[src/rtl/seg_scan_display_pkg.sv]
// Shared constants for the multiplexed 7-segment scanner.
// Holds the active-low hex glyphs, the source-select encodings and the all-off drive levels.
package seg_scan_display_pkg;

    typedef enum logic [1:0] {
        MODE_SRC0 = 2'd0,
        MODE_SRC1 = 2'd1,
        MODE_SRC2 = 2'd2,
        MODE_SRC3 = 2'd3
    } mode_e;

    localparam logic [7:0]  SEG_OFF = 8'hFF;
    localparam logic [15:0] AN_OFF  = 16'hFFFF;

    // Active-low glyphs, bit order g..a, indexed by nibble value 0..F.
    localparam logic [6:0] GLYPHS [16] = '{
        7'h40, 7'h79, 7'h24, 7'h30, 7'h19, 7'h12, 7'h02, 7'h78,
        7'h00, 7'h10, 7'h08, 7'h03, 7'h46, 7'h21, 7'h06, 7'h0E
    };

endpackage

[src/rtl/seg_scan_display_seg7_decode.sv]
// Nibble to active-low 7-segment glyph (g..a); purely combinational.
module seg7_decode
    import seg_scan_display_pkg::*;
(
    input  logic [3:0] i_nibble,
    output logic [6:0] o_glyph_c
);

    assign o_glyph_c = GLYPHS[i_nibble];

endmodule

[src/rtl/seg_scan_display.sv]
// Time-multiplexed hex display scanner with frame-snapshot sources,
// leading-zero blanking and 16-step PWM brightness.
module seg_scan_display
    import seg_scan_display_pkg::*;
#(
    parameter int unsigned DIGITS  = 8,
    parameter int unsigned CLK_DIV = 40000
)
(
    input  logic                  i_clk,
    input  logic                  i_rst,
    input  logic [1:0]            i_mode,
    input  logic [4*DIGITS-1:0]   i_src0,
    input  logic [4*DIGITS-1:0]   i_src1,
    input  logic [4*DIGITS-1:0]   i_src2,
    input  logic [4*DIGITS-1:0]   i_src3,
    input  logic [DIGITS-1:0]     i_dp,
    input  logic                  i_lzb,
    input  logic [3:0]            i_bright,
    output logic [7:0]            o_seg,
    output logic [DIGITS-1:0]     o_an,
    output logic                  o_frame_tick
);

    localparam int unsigned CNT_W  = (CLK_DIV > 1) ? $clog2(CLK_DIV) : 1;
    localparam int unsigned POS_W  = $clog2(DIGITS);
    localparam int unsigned DATA_W = 4 * DIGITS;
    localparam logic [CNT_W-1:0] CNT_MAX = CNT_W'(CLK_DIV - 1);
    localparam logic [POS_W-1:0] POS_MAX = POS_W'(DIGITS - 1);

    logic [CNT_W-1:0]  r_cnt;
    logic [POS_W-1:0]  r_pos;
    logic [3:0]        r_pwm;
    logic [DATA_W-1:0] r_shadow;
    logic [DIGITS-1:0] r_dp_sh;
    logic              r_lzb_sh;
    logic [7:0]        r_seg;
    logic [DIGITS-1:0] r_an;
    logic              r_frame_tick;

    logic              w_tick;
    logic              w_wrap;
    logic [DATA_W-1:0] w_src_sel;
    logic [3:0]        w_nibble;
    logic [6:0]        w_glyph;
    logic              w_dp_bit;
    logic              w_zero_run;
    logic              w_blank;
    logic              w_lit;
    logic [DIGITS-1:0] w_an_nxt;
    logic [7:0]        w_seg_nxt;

    assign w_tick = (r_cnt == CNT_MAX);
    assign w_wrap = w_tick && (r_pos == POS_MAX);

    always_comb begin
        w_src_sel = i_src0;
        case (mode_e'(i_mode))
            MODE_SRC1: w_src_sel = i_src1;
            MODE_SRC2: w_src_sel = i_src2;
            MODE_SRC3: w_src_sel = i_src3;
            default:   w_src_sel = i_src0;
        endcase
    end

    // Walk from the top digit down so the zero run covers nibbles i..DIGITS-1.
    always_comb begin
        w_nibble   = '0;
        w_dp_bit   = 1'b0;
        w_zero_run = 1'b1;
        w_blank    = 1'b0;
        for (int i = int'(DIGITS) - 1; i >= 0; i--) begin
            w_zero_run = w_zero_run & (r_shadow[4*i +: 4] == 4'd0);
            if (POS_W'(i) == r_pos) begin
                w_nibble = r_shadow[4*i +: 4];
                w_dp_bit = r_dp_sh[i];
                w_blank  = r_lzb_sh & w_zero_run & (i != 0);
            end
        end
    end

    seg7_decode u_decode (
        .i_nibble  (w_nibble),
        .o_glyph_c (w_glyph)
    );

    assign w_lit = (r_pwm <= i_bright) && !w_blank;

    always_comb begin
        w_an_nxt  = AN_OFF[DIGITS-1:0];
        w_seg_nxt = SEG_OFF;
        if (w_lit) begin
            for (int i = 0; i < int'(DIGITS); i++) begin
                if (POS_W'(i) == r_pos) begin
                    w_an_nxt[i] = 1'b0;
                end
            end
            w_seg_nxt = {~w_dp_bit, w_glyph};
        end
    end

    // Counters, frame snapshot and registered display drive.
    always_ff @(posedge i_clk or posedge i_rst) begin
        if (i_rst) begin
            r_cnt        <= '0;
            r_pos        <= '0;
            r_pwm        <= '0;
            r_shadow     <= '0;
            r_dp_sh      <= '0;
            r_lzb_sh     <= 1'b0;
            r_seg        <= SEG_OFF;
            r_an         <= AN_OFF[DIGITS-1:0];
            r_frame_tick <= 1'b0;
        end else begin
            r_cnt        <= w_tick ? '0 : r_cnt + CNT_W'(1);
            r_pwm        <= r_pwm + 4'd1;
            r_frame_tick <= w_wrap;
            if (w_tick) begin
                r_pos <= w_wrap ? '0 : r_pos + POS_W'(1);
            end
            if (w_wrap) begin
                r_shadow <= w_src_sel;
                r_dp_sh  <= i_dp;
                r_lzb_sh <= i_lzb;
            end
            r_seg <= w_seg_nxt;
            r_an  <= w_an_nxt;
        end
    end

    assign o_seg        = r_seg;
    assign o_an         = r_an;
    assign o_frame_tick = r_frame_tick;

endmodule

[config.mk]
export PLATFORM = sky130hd
export DESIGN_NAME = seg_scan_display
export DESIGN_NICKNAME = d
export VERILOG_FILES = /design/src/rtl/seg_scan_display_pkg.sv /design/src/rtl/seg_scan_display_seg7_decode.sv /design/src/rtl/seg_scan_display.sv
export SDC_FILE = /design/constraint.sdc
export NUM_CORES = 1
export LEC_CHECK = 0
export ABC_AREA = 1
export ABC_CLOCK_PERIOD_IN_PS = 4380
export CAP_MARGIN = 20
export CELL_PAD_IN_SITES_DETAIL_PLACEMENT = 1
export CELL_PAD_IN_SITES_GLOBAL_PLACEMENT = 2
export CORE_UTILIZATION = 27
export CTS_BUF_LIST = sky130_fd_sc_hd__clkbuf_4 sky130_fd_sc_hd__clkbuf_8 sky130_fd_sc_hd__clkbuf_16
export DETAILED_ROUTE_END_ITERATION = 16
export GPL_TIMING_DRIVEN = 0
export PLACE_DENSITY = 0.9
export SLEW_MARGIN = 15
export SYNTH_ARGS = -nofsm -noshare
export SYNTH_HDL_FRONTEND = slang
export SYNTH_SLANG_ARGS = --single-unit
export TNS_END_PERCENT = 5
[constraint.sdc]
create_clock -name i_clk -period 4.38 [get_ports i_clk]
set_clock_uncertainty 0.2 [all_clocks]
set_input_delay 1.095 -clock i_clk [delete_from_list [all_inputs] [get_ports i_clk]]
set_output_delay 1.095 -clock i_clk [all_outputs]
set_load 0.03 [all_outputs]
== Word level (Yosys, flattened, before mapping) ==
Memories as Yosys holds them, arrays and structs flattened.
Index checks and enable logic that the tools add are counted.
Word-level totals
  bits in registers: 81
  ROM bits: 112
  input port bits: 145
  output and inout bits: 17
  word-level logic and storage cells: 92
  memories: 1
Cells by class
  $add $sub $neg: 3
  $lt $le $gt $ge: 2
  equal/unequal tests: 12
  mux-type cells: 39
  bitwise operators: 15
  reductions and logical operators: 11
Memory list
  (name not given): words 16, bits a word 7, rd ports 1, clocked after Yosys merged registers in 0, wr ports 0, line seg_scan_display_seg7_decode.sv:9  | assign o_glyph_c = GLYPHS[i_nibble];
Operators by type and width (count)
  32-bit case mux with 3 select lines: 1
  4-bit 2-to-1 mux: 8
  4-bit logical NOT: 7
  1-bit 2-to-1 mux: 24
  16-bit by 1-bit adder with 16-bit output, second input constant: 1
  16-bit equality test, second input constant: 1
  16-bit 2-to-1 mux: 1
  8-bit 2-to-1 mux: 2
  7-bit 2-to-1 mux: 2
  1-bit AND: 13
  3-bit equality test, first input constant: 4
  2-bit by 3-bit equality test with 1-bit output, first input constant: 2
  5-bit >= comparator, second input constant: 1
  4-bit NOT with 5-bit output: 1
  4-bit by 1-bit adder with 4-bit output, second input constant: 1
  2-bit equality test, second input constant: 2
  4-bit <= comparator: 1
  3-bit by 1-bit adder with 3-bit output, second input constant: 1
  1-bit by 3-bit equality test with 1-bit output, first input constant: 1
  3-bit equality test, second input constant: 1
  3-bit logical NOT: 1
  3-bit 2-to-1 mux: 1
  2-bit by 1-bit equality test with 1-bit output, second input constant: 1
  1-bit logical AND: 2
  2 further kinds: 2

== Longest topological paths before layout ==
Gate-level depths: netlist of the first run.
  depth in word-level cells: 14
  gate-level depth with buffers: 19
  mapped depth without buffers: 19

== By module ==
A second synthesis of the first run with hierarchy kept.
Unflattened totals
  cell total of the unflattened synthesis: 705
  area total of the unflattened synthesis: 4979.8 µm²
By module, submodules not included
  seg_scan_display: times used 1, cells an instance 656, area each 4705.8 µm², sequential area each 2047.0 µm²
  seg7_decode: times used 1, cells an instance 49, area each 274.0 µm², sequential area each 0.0 µm²

== Least setup slack after synthesis of the first run ==
Ideal clock, no wire load.
  path kind: input-to-reg
  start point: input port i_bright[1]
  end point: register r_seg[3] (netlist: o_seg[3])
  library setup time: 0.082 ns
  data arrival time: 2.110 ns
  data required time: 4.098 ns
  setup slack: 1.988 ns
  stages on the path: 9
  path through: inv_1 > ha_1 > inv_1 > nor2_1 > o21ai_0 > a32oi_1 > nor2_2 > buf_6 > nand3_1
On the way
  word-level cells in the longest chain between the ends: 3
RTL lines
  from (decl): line seg_scan_display.sv:19  | input logic [3:0] i_bright,
  4-bit <= comparator: line seg_scan_display.sv:87  | assign w_lit = (r_pwm <= i_bright) && !w_blank;
  1-bit logical AND: line seg_scan_display.sv:87
  8-bit 2-to-1 mux: line seg_scan_display.sv:92  | if (w_lit) begin
  via w_seg_nxt[3]: line seg_scan_display.sv:51  | logic [7:0] w_seg_nxt;
  to (signal assigned): line seg_scan_display.sv:126  | r_seg <= w_seg_nxt;
  to (decl): line seg_scan_display.sv:37  | logic [7:0] r_seg;
The timed path passes the listed nets, and every way through them passes these cells.
A chain may end at the register's enable or synchronous reset.

== Final worst setup path of the first run ==
  start point: register r_an[1] (netlist: o_an[1])
  end point: output port o_an[1]
RTL lines
  from (decl): line seg_scan_display.sv:38  | logic [DIGITS-1:0] r_an;
  from (signal assigned): line seg_scan_display.sv:112  | r_an <= AN_OFF[DIGITS-1:0];
  from (signal assigned): line seg_scan_display.sv:127  | r_an <= w_an_nxt;
  to (decl): line seg_scan_display.sv:21  | output logic [DIGITS-1:0] o_an,
No word-level cell between the ends.

==> flow_summary.toml, run 1 <==
[outcome]
status = "complete, no violations"

[clock_network]
cts_setup_buffers = 0
htree_levels = 3
cts_hold_buf = 0
cts.repair.resized = 0
clock_latency_ps = 350
cts_max_path_buffers = 2
cts-buffers-inserted = 9
clk_pin_slew_ps = 60
clock-sinks = 81
root_buffer = "clkbuf_16"
cts_tree = "done"

[worst_setup_path]
critPathKind = "flop to output pin"
cp-start-kind = "flop"
slowest_delay_ps = 680
worstPathRequired_ps = 3080
cp_num_buf_inv = 1
worst_setup_path_end_kind = "output pin"
crit_family = "buffers and inverters"
cpMaxStageDelayCell = "clkdlybuf4s50_1"
worstPathArrival_ps = 1540
worstPathCellList = "clkdlybuf4s50_1"
worst-path-max-fanout = 1

[power_and_ir_drop]
powerDensity_nw_per_um2 = 251
p_sw_frac = 0.223
p_clk_frac = 0.457
p_int_uw = 1410
pwr-share-seq = 0.413
switching_power_uw = 405
vdd_drop_max_v = 0.000176
comb_power_share = 0.130
cellLeakagePower_uw = 0.00350

[placement]
place_area_sq_um = 6900
io_buffers = 161
hpwlAfterDp_mm = 12.4
dp_cells = 1060
gp_congestion = 0.816

[detailed_routing]
wire_per_inst_um = 14.2
drc_errors = 0
vias = 4922
ant_nets = 0
drt_iter0_drc = 192
dr.pass1.iters = 5
wirelength_mm = 15.2
viasPerCell = 4.57

[yosys]
synthSimpleGateAreaFrac = 0.295
netlist-cell-type-count = 35
yosysWarnings = 0
netlist_instances = 669
synthXorXnorAreaFrac = 0.0123
synth_top_family_by_area = "simple AND/OR/NAND/NOR gates"
syn-num-nets = 833
synthMuxAreaShare = 0
synth-compound-area-share = 0.148
synthAdderAreaFrac = 0.0478
ys_ff_latch = 81
syn_area_sq_um = 4970
seq_area_frac_synth = 0.411
syn_avg_cell_area_sq_um = 7.44

[grt]
grt_start_max_net_pins = 61
antenna_found_initial = 0
grt_pass1_vias = 5166
top_usage_layer = "met2"
use_met3 = 0.0379
overflow = 0
use_met2 = 0.292
grt_use_total = 0.172
met1_usage = 0.215
grt_pass1_wl_mm = 25.0

[final_layout]
drive_gt1_frac = 0.0862
syn_to_final_growth_pct = 45.4
final_area_sq_um = 7230
final_cell_mix = "nand2_1 (239), clkdlybuf4s50_1 (161), inv_1 (73)"
n_antenna_cell = 0
fin_nets = 1006
nFillCells = 2221
final_common_cell = "nand2_1"
stdcell_count = 1076

[die]
num_rows = 49
core-area_sq_um = 18000
die_area_sq_um = 19000
ioPinCount = 162
start_util = 0.276
die_x_um = 138
die_y_um = 138

[sta]
rsz0062_at_grt = "no"
fin_crit_sh = 0.647
finalSetupViolations = 0
worst_slew_pin_slew_ps = 549
period_needed_ps = 2830
maxSlewViolCount = 0
final_hold_viol_count = 0
slew_headroom = 0.630
max_freq_ghz = 0.353

[worst_hold_path]
hold_path_class = "flop to flop"

[run]
max-cap-violations = 0
routing by layer:
metal | up-vias | wire (um)
met5 | - | 0
met4 | 0 | 220
met3 | 18 | 843
met2 | 130 | 7290
met1 | 2260 | 6890
li1 | 2514 | -
registers in the layout (all words and copies together) (netlist names):
name / flops
r_lzb_sh: 1
r_cnt: 16
r_pwm: 4
o_seg: 8
r_dp_sh: 8
r_pos: 3
o_an: 8
r_shadow: 32
o_frame_tick: 1
logic make-up (layout without fill, tap and decap cells):
group / count (synthesis) / after routing
AND/OR/NAND/NOR: 343 / 343
adder cells (fa/ha/maj): 19 / 19
XOR/XNOR: 7 / 7
AO/OA/AOI/OAI: 118 / 118
flip-flops: 81 / 81
buffers and inverters: 101 / 279
power by group through the flow:
stage / combinational (uW) / sequential [uW] / clock (uW)
6_report: 236 / 752 / 831
3_3_place_gp: 235 / 765 / 0
3_5_place_dp: 241 / 765 / 0
4_1_cts: 242 / 752 / 850
5_1_grt: 261 / 751 / 879
2_1_floorplan: 72.4 / 768 / 0
final cells by class:
cell class / instances / area (sq um) / area share
clock inverter: 6 / 90.1 / 0.0125
timing repair buffer: 162 / 1640 / 0.227
buffer: 23 / 133 / 0.0183
tap: 229 / 287 / 0.0396
sequential: 81 / 2050 / 0.283
multi-input combinational: 487 / 2500 / 0.346
clock buffer: 10 / 239 / 0.0330
inverter: 78 / 295 / 0.0408
Yosys cell counts:
| master | instances | area (sq um) |
|---|---|---|
| a21boi_1 | 1 | 7.51 |
| nor2_8 | 1 | 20.0 |
| o211ai_1 | 1 | 7.51 |
| nand2_4 | 4 | 45.0 |
| xnor2_1 | 1 | 8.76 |
| nor4_4 | 1 | 21.3 |
| nand4_2 | 1 | 12.5 |
| dfstp_2 | 16 | 420 |
| nor3b_1 | 1 | 7.51 |
| or2_2 | 3 | 18.8 |
| a32oi_1 | 1 | 8.76 |
| xor2_1 | 6 | 52.6 |
| dfrtp_1 | 65 | 1630 |
| o21bai_1 | 2 | 15.0 |
| o21ai_2 | 10 | 87.6 |
| o21ai_1 | 4 | 20.0 |
| nand4_1 | 4 | 25.0 |
| nor2_2 | 2 | 12.5 |
| ha_1 | 19 | 238 |
| nand3_1 | 49 | 245 |
| inv_2 | 4 | 15.0 |
| nor4_1 | 1 | 6.26 |
| a221oi_1 | 21 | 184 |
| nand2_2 | 5 | 31.3 |
| o21ai_0 | 46 | 230 |
| nor3_1 | 4 | 20.0 |
| nand2_1 | 239 | 897 |
| inv_1 | 74 | 278 |
| nor2_1 | 28 | 105 |
| buf_6 | 6 | 67.6 |
| a21oi_1 | 28 | 140 |
| clkbuf_1 | 16 | 60.1 |
| a31oi_1 | 3 | 18.8 |
| buf_2 | 1 | 5.00 |
| a21oi_4 | 1 | 16.3 |
per-stage QoR:
stage	power [uW]	utilization	worst slack [ps]	hold slack, ps	TNS (ps)
after detailed placement	1010	0.383	1210	264	0
final	1820	0.401	1550	268	0
after CTS	1840	0.401	1520	275	0
after global placement	1000	0.381	-409	249	-26120
after floorplan	841	-	1030	233	0
after global routing	1890	0.401	1250	282	0
path summary, 6_finish.rpt:
check                                startpoint                  to  slack (ps)  cells past startpoint
hold / removal               r_cnt[0]$_DFF_PP0_  r_cnt[0]$_DFF_PP0_         270                      1
setup reg to reg           r_pos[0]$_DFFE_PP0P_  o_seg[3]$_DFF_PP1_        1560                     18
hold reg to reg              r_cnt[0]$_DFF_PP0_  r_cnt[0]$_DFF_PP0_         270                      1
max in group asynchronous                 i_rst  o_seg[2]$_DFF_PP1_        2500                      3
min in group asynchronous                 i_rst  r_cnt[8]$_DFF_PP0_         860                      2
setup / recovery              o_an[1]$_DFF_PP1_             o_an[1]        1550                      1
Note: power is estimated with default switching activity, not from simulation.
==> run 2, diff against run 1 <==
--- a/config.mk
+++ b/config.mk
@@ -6,15 +6,15 @@
 export NUM_CORES = 1
 export LEC_CHECK = 0
 export ABC_AREA = 1
-export ABC_CLOCK_PERIOD_IN_PS = 4380
+export ABC_CLOCK_PERIOD_IN_PS = 2800
 export CAP_MARGIN = 20
 export CELL_PAD_IN_SITES_DETAIL_PLACEMENT = 1
 export CELL_PAD_IN_SITES_GLOBAL_PLACEMENT = 2
-export CORE_UTILIZATION = 27
+export CORE_UTILIZATION = 25
 export CTS_BUF_LIST = sky130_fd_sc_hd__clkbuf_4 sky130_fd_sc_hd__clkbuf_8 sky130_fd_sc_hd__clkbuf_16
 export DETAILED_ROUTE_END_ITERATION = 16
 export GPL_TIMING_DRIVEN = 0
-export PLACE_DENSITY = 0.9
+export PLACE_DENSITY = 0.85
 export SLEW_MARGIN = 15
 export SYNTH_ARGS = -nofsm -noshare
 export SYNTH_HDL_FRONTEND = slang
==> constraint.sdc (replaced) <==
create_clock -name i_clk -period 2.8 [get_ports i_clk]
set_clock_uncertainty 0.2 [all_clocks]
set_input_delay 0.7 -clock i_clk [delete_from_list [all_inputs] [get_ports i_clk]]
set_output_delay 0.7 -clock i_clk [all_outputs]
set_load 0.03 [all_outputs]
==> flow_summary.toml, run 2 (synthesized netlist as in run 1, its figures left out) <==
[detailed_routing]
dr.pass1.iters = 4
drc_errors = 0
ant_nets = 0
wire_per_inst_um = 14.1
drt_iter0_drc = 202
wirelength_mm = 15.7
viasPerCell = 4.41
vias = 4912

[final_layout]
multi_input_area_sq_um = 2530
stdcell_count = 1115
top_register = "r_shadow"
fin_nets = 1009
nFillCells = 2396
drive_gt1_frac = 0.0976
seq_area_sq_um = 2050
largest_reg_flops = 32
final_cell_mix = "nand2_1 (236), clkdlybuf4s50_1 (161), inv_1 (71)"
largestRegisters = "r_shadow (32), r_cnt (16)"
final_common_cell = "nand2_1"
final_area_sq_um = 7310
syn_to_final_growth_pct = 46.9
n_antenna_cell = 0

[sta]
finalSetupViolations = 0
slew_headroom = 0.583
final_hold_viol_count = 0
fin_crit_sh = 0.927
worst_slew_pin_slew_ps = 624
fin_tns_setup_ps = 0
maxSlewViolCount = 0
period_needed_ps = 2600
max_freq_ghz = 0.385
fin_ws_ps = 204

[placement]
io_buffers = 161
gp_congestion = 0.770
hpwlAfterDp_mm = 12.9
place_ws_ps = -14.2
dp_cells = 1097
place_area_sq_um = 6960

[worst_setup_path]
worstPathCellList = "ha_1 > ha_1 > nand2_1 > nand2_1 > nand3_1 > nand2_1 > nand2_1 > nand2_1 > nand2_1 > nand2_1 > nand2_2 > inv_1 > ha_1 > inv_1 > nand3_1 > nand3_1 > nand3_1"
reg2reg_to = "o_seg[3]$_DFF_PP1_"
reg2reg_depth = 17
crit_top_cell = "nand2_1"
worst_setup_path_end_kind = "flop"
cpMaxStageDelayCell = "dfrtp_1"
worst-path-max-fanout = 7
slowest_delay_ps = 440
r2r_setup_slack_ps = 200
worstPathRequired_ps = 2870
worstPathArrival_ps = 2660
cp-start-kind = "flop"
critPathKind = "flop to flop"
timing.rr.start = "r_pos[1]$_DFFE_PP0P_"

[grt]
grt_pass1_wl_mm = 25.9
use_met2 = 0.275
grt_use_total = 0.163
top_usage_layer = "met2"
antenna_found_initial = 0
grt_start_max_net_pins = 31
met1_usage = 0.204
grt_pass1_vias = 5205
overflow = 0
use_met3 = 0.0466

[run]
max-cap-violations = 0

[die]
start_util = 0.256
core-area_sq_um = 19500
die_area_sq_um = 20500
die_x_um = 143
ioPinCount = 162
num_rows = 51
die_y_um = 143

[power_and_ir_drop]
cellLeakagePower_uw = 0.00352
powerDensity_nw_per_um2 = 379
vdd_drop_max_v = 0.000194

[worst_hold_path]
hp-start = "r_cnt[0]$_DFF_PP0_"
hold_path_depth = 1
hold_path_class = "flop to flop"
hold_end = "r_cnt[0]$_DFF_PP0_"

[clock_network]
cts_max_path_buffers = 2
clock_latency_ps = 340
cts-buffers-inserted = 9
root_buffer = "clkbuf_16"
cts_tree = "done"
clock-sinks = 81
clk_pin_slew_ps = 60
htree_levels = 3
cts_hold_buf = 0

[outcome]
status = "complete, no violations"
run 2: cell count changes in the layout (fill, tap and decap cells not counted), moves of 2 or more:
cell	change
clkbuf_4	+3
buf_4	+2
inv_1	-2
buf_12	+2
inv_2	+2
nand2_1	-3
nand2_2	+2
run 2: how the worst max path moves through the flow:
stage	start	endpoint	slack [ps]	cells after the start
CTS	r_pos[0]$_DFFE_PP0P_	o_seg[0]$_DFF_PP1_	40	18
global route	r_pos[1]$_DFFE_PP0P_	o_seg[4]$_DFF_PP1_	-10	17
global placement	i_rst	r_shadow[2]$_DFFE_PP0P_	4	2
floorplan	r_pos[0]$_DFFE_PP0P_	o_seg[0]$_DFF_PP1_	520	18
finish	r_pos[1]$_DFFE_PP0P_	o_seg[3]$_DFF_PP1_	200	17
detailed placement	i_mode[1]	r_shadow[9]$_DFFE_PP0P_	-10	8
run 2: timing repair:
action	in CTS	in global routing
gates resized for setup	1	8
setup endpoints to repair	2	7
buffers inserted	0	2
run 2: metal layers:
layer | vias up | part of all wire | routed length (um)
li1 | 2518 | - | -
met1 | 2263 | 0.46 | 7210
met2 | 119 | 0.47 | 7450
met3 | 12 | 0.058 | 912
met4 | 0 | 0.011 | 170
met5 | - | 0 | 0
run 2: final cells by class:
class / count / share of cell area
flip-flops and latches: 81 / 0.280
multi-input cells: 487 / 0.346
inverters: 78 / 0.0406
clock inverters: 3 / 0.00582
well taps: 265 / 0.0454
clock buffers: 13 / 0.0358
plain buffers: 23 / 0.0182
repair buffers: 165 / 0.228
run 2: per-stage QoR:
stage	power [uW]	utilization	hold slack, ps
2_1_floorplan	1320	-	233
3_5_place_dp	1580	0.358	258
3_3_place_gp	1570	0.356	250
4_1_cts	2810	0.373	266
5_1_grt	2880	0.375	285
6_report	2770	0.375	266
run 2: worst max-delay path: cells and delay by family (launching register included):
| family | cells | cell delay, ps |
|---|---|---|
| simple gates | 12 | 960 |
| fa+ha+maj | 3 | 740 |
| flops | 1 | 440 |
| buf+inv | 2 | 180 |
run 2: report_power, final:
| group | leakage (uW) | switching [uW] | internal, uW |
|---|---|---|---|
| logic | 0.00253 | 147 | 229 |
| clock network | 0.000150 | 471 | 744 |
| registers | 0.000841 | 0.509 | 1180 |
==> run 3, diff against run 2 <==
--- a/config.mk
+++ b/config.mk
@@ -10,12 +10,13 @@
 export CAP_MARGIN = 20
 export CELL_PAD_IN_SITES_DETAIL_PLACEMENT = 1
 export CELL_PAD_IN_SITES_GLOBAL_PLACEMENT = 2
+export CORE_MARGIN = 4
 export CORE_UTILIZATION = 25
 export CTS_BUF_LIST = sky130_fd_sc_hd__clkbuf_4 sky130_fd_sc_hd__clkbuf_8 sky130_fd_sc_hd__clkbuf_16
 export DETAILED_ROUTE_END_ITERATION = 16
 export GPL_TIMING_DRIVEN = 0
 export PLACE_DENSITY = 0.85
-export SLEW_MARGIN = 15
+export SLEW_MARGIN = 20
 export SYNTH_ARGS = -nofsm -noshare
 export SYNTH_HDL_FRONTEND = slang
 export SYNTH_SLANG_ARGS = --single-unit
==> flow_summary.toml, run 3 (synthesized netlist as in run 1, its figures left out) <==
[detailed_routing]
ant_nets = 0
wirelength_mm = 16.1
wire_per_inst_um = 14.5
drc_errors = 0
viasPerCell = 4.40
drt_iter0_drc = 204
vias = 4893
dr.pass1.iters = 4

[final_layout]
fin_nets = 1007
top_register = "r_shadow"
n_antenna_cell = 0
final_common_cell = "nand2_1"
drive_gt1_frac = 0.0955
final_cell_mix = "nand2_1 (236), clkdlybuf4s50_1 (161), inv_1 (72)"
syn_to_final_growth_pct = 46.8
utilization = 0.374
largestRegisters = "r_shadow (32), r_cnt (16)"
largest_reg_flops = 32
final_area_sq_um = 7300

[worst_setup_path]
cp-endpoint = "o_seg[0]$_DFF_PP1_"
crit_start = "r_pos[0]$_DFFE_PP0P_"
crit_top_cell = "nand2_1"
worst-path-max-fanout = 8
crit_family = "simple AND/OR/NAND/NOR gates"
worstPathCellList = "inv_1 > ha_4 > nand2_2 > inv_2 > nand2_1 > nand3_1 > nand2_1 > nand2_1 > nand2_1 > nand2_1 > nand2_1 > nand2_2 > inv_1 > ha_1 > inv_1 > nand3_1 > nand3_1 > nand3_1"
reg2reg_depth = 18
reg2reg_to = "o_seg[0]$_DFF_PP1_"
timing.rr.start = "r_pos[0]$_DFFE_PP0P_"
critPathKind = "flop to flop"
cp_num_buf_inv = 4
cpMaxStageDelayCell = "dfrtp_1"
worstPathArrival_ps = 2610
worstPathRequired_ps = 2860
slowest_delay_ps = 400
path_depth = 18
worst_setup_path_end_kind = "flop"
r2r_setup_slack_ps = 260
cp-start-kind = "flop"

[sta]
fin_ws_ps = 255
slew_headroom = 0.605
worst_slew_pin_slew_ps = 587
max_freq_ghz = 0.393
finalSetupViolations = 0
rsz0062_at_grt = "no"
period_needed_ps = 2540
maxSlewViolCount = 0
final_hold_viol_count = 0
fin_crit_sh = 0.909

[die]
start_util = 0.255
die_y_um = 149
die_area_sq_um = 22200
die_x_um = 149
ioPinCount = 162
core-area_sq_um = 19500
num_rows = 51

[placement]
gp_congestion = 0.801
io_buffers = 161
place_area_sq_um = 6960
hpwlAfterDp_mm = 13.4
place_ws_ps = 16.4

[power_and_ir_drop]
p_sw_frac = 0.225
vdd_drop_max_v = 0.000178
pwr-share-seq = 0.426
power_uw = 2760
comb_power_share = 0.134
p_clk_frac = 0.440
switching_power_uw = 622
cellLeakagePower_uw = 0.00351
p_int_uw = 2140
powerDensity_nw_per_um2 = 378

[grt]
antenna_found_initial = 0
grt_use_total = 0.150
grt_start_max_net_pins = 31
grt_pass1_wl_mm = 26.6
grt_pass1_vias = 5273
overflow = 0

[clock_network]
cts_hold_buf = 0
htree_levels = 3
clock-sinks = 81
clock_latency_ps = 350
cts_max_path_buffers = 2
root_buffer = "clkbuf_16"
cts_tree = "done"
clk_pin_slew_ps = 70
cts-buffers-inserted = 9

[worst_hold_path]
hp-start = "r_dp_sh[2]$_DFFE_PP0P_"
hold_path_class = "flop to flop"

[run]
max-cap-violations = 0

[outcome]
status = "complete, no violations"
==> run 3: cell count changes in the layout (fill, tap and decap cells not counted), sizes merged <==
cell,change
clkbuf,-1
clkinv,+2
buf,-2
clkinvlp,-1
==> run 3: tightest hold or removal path: cells and delay by family, from the launching register on <==
| kind | cells | cell delay [ps] |
|---|---|---|
| AND/OR/NAND/NOR | 2 | 100 |
| flip-flops | 1 | 340 |
==> run 3: through the flow <==
stage                     hold slack, ps  instances  TNS (ps)
after floorplan                      233        669         0
after global placement               248       1095     -24.6
after detailed placement             257       1097         0
after CTS                            272       1113         0
after global routing                 307       1113         0
final                                275       1113         0
==> run 3: final cells by class <==
| class | instances | area, sq um |
|---|---|---|
| timing repair buffer | 163 | 1650 |
| clock inverter | 4 | 52.6 |
| sequential | 81 | 2050 |
| multi-input combinational | 487 | 2530 |
| clock buffer | 12 | 254 |
| tap | 265 | 332 |
| buffer | 23 | 133 |
| inverter | 78 | 297 |
| fill | 2401 | 12200 |
==> run 3: power by group through the flow <==
stage,Clock (uW),Sequential (uW),Combinational [uW]
floorplan,0,1200,114
global placement,0,1200,369
detailed placement,0,1200,379
CTS,1250,1180,380
global route,1300,1180,411
finish,1220,1180,371
==> run 3: metal layers <==
metal / part of all wire / GRT usage / up-vias
met5: 0 / 0 / -
met4: 0.015 / 0.0494 / 0
met3: 0.061 / 0.0395 / 16
met2: 0.47 / 0.253 / 112
met1: 0.45 / 0.187 / 2244
li1: - / - / 2521
==> run 3: worst min path at each step <==
stage          cells after the start                       to  slack [ps]
2_1_floorplan                      1       r_cnt[0]$_DFF_PP0_         230
3_3_place_gp                       2   r_dp_sh[2]$_DFFE_PP0P_         250
3_5_place_dp                       2   r_dp_sh[2]$_DFFE_PP0P_         260
4_1_cts                            2   r_dp_sh[2]$_DFFE_PP0P_         270
5_1_grt                            2  r_shadow[1]$_DFFE_PP0P_         310
6_report                           2   r_dp_sh[2]$_DFFE_PP0P_         280
==> run 3: what timing repair did <==
item | 4_1_cts | 5_1_grt
gates resized for setup | 0 | 10
setup endpoints to repair | 0 | 7
buffers inserted | 0 | 0
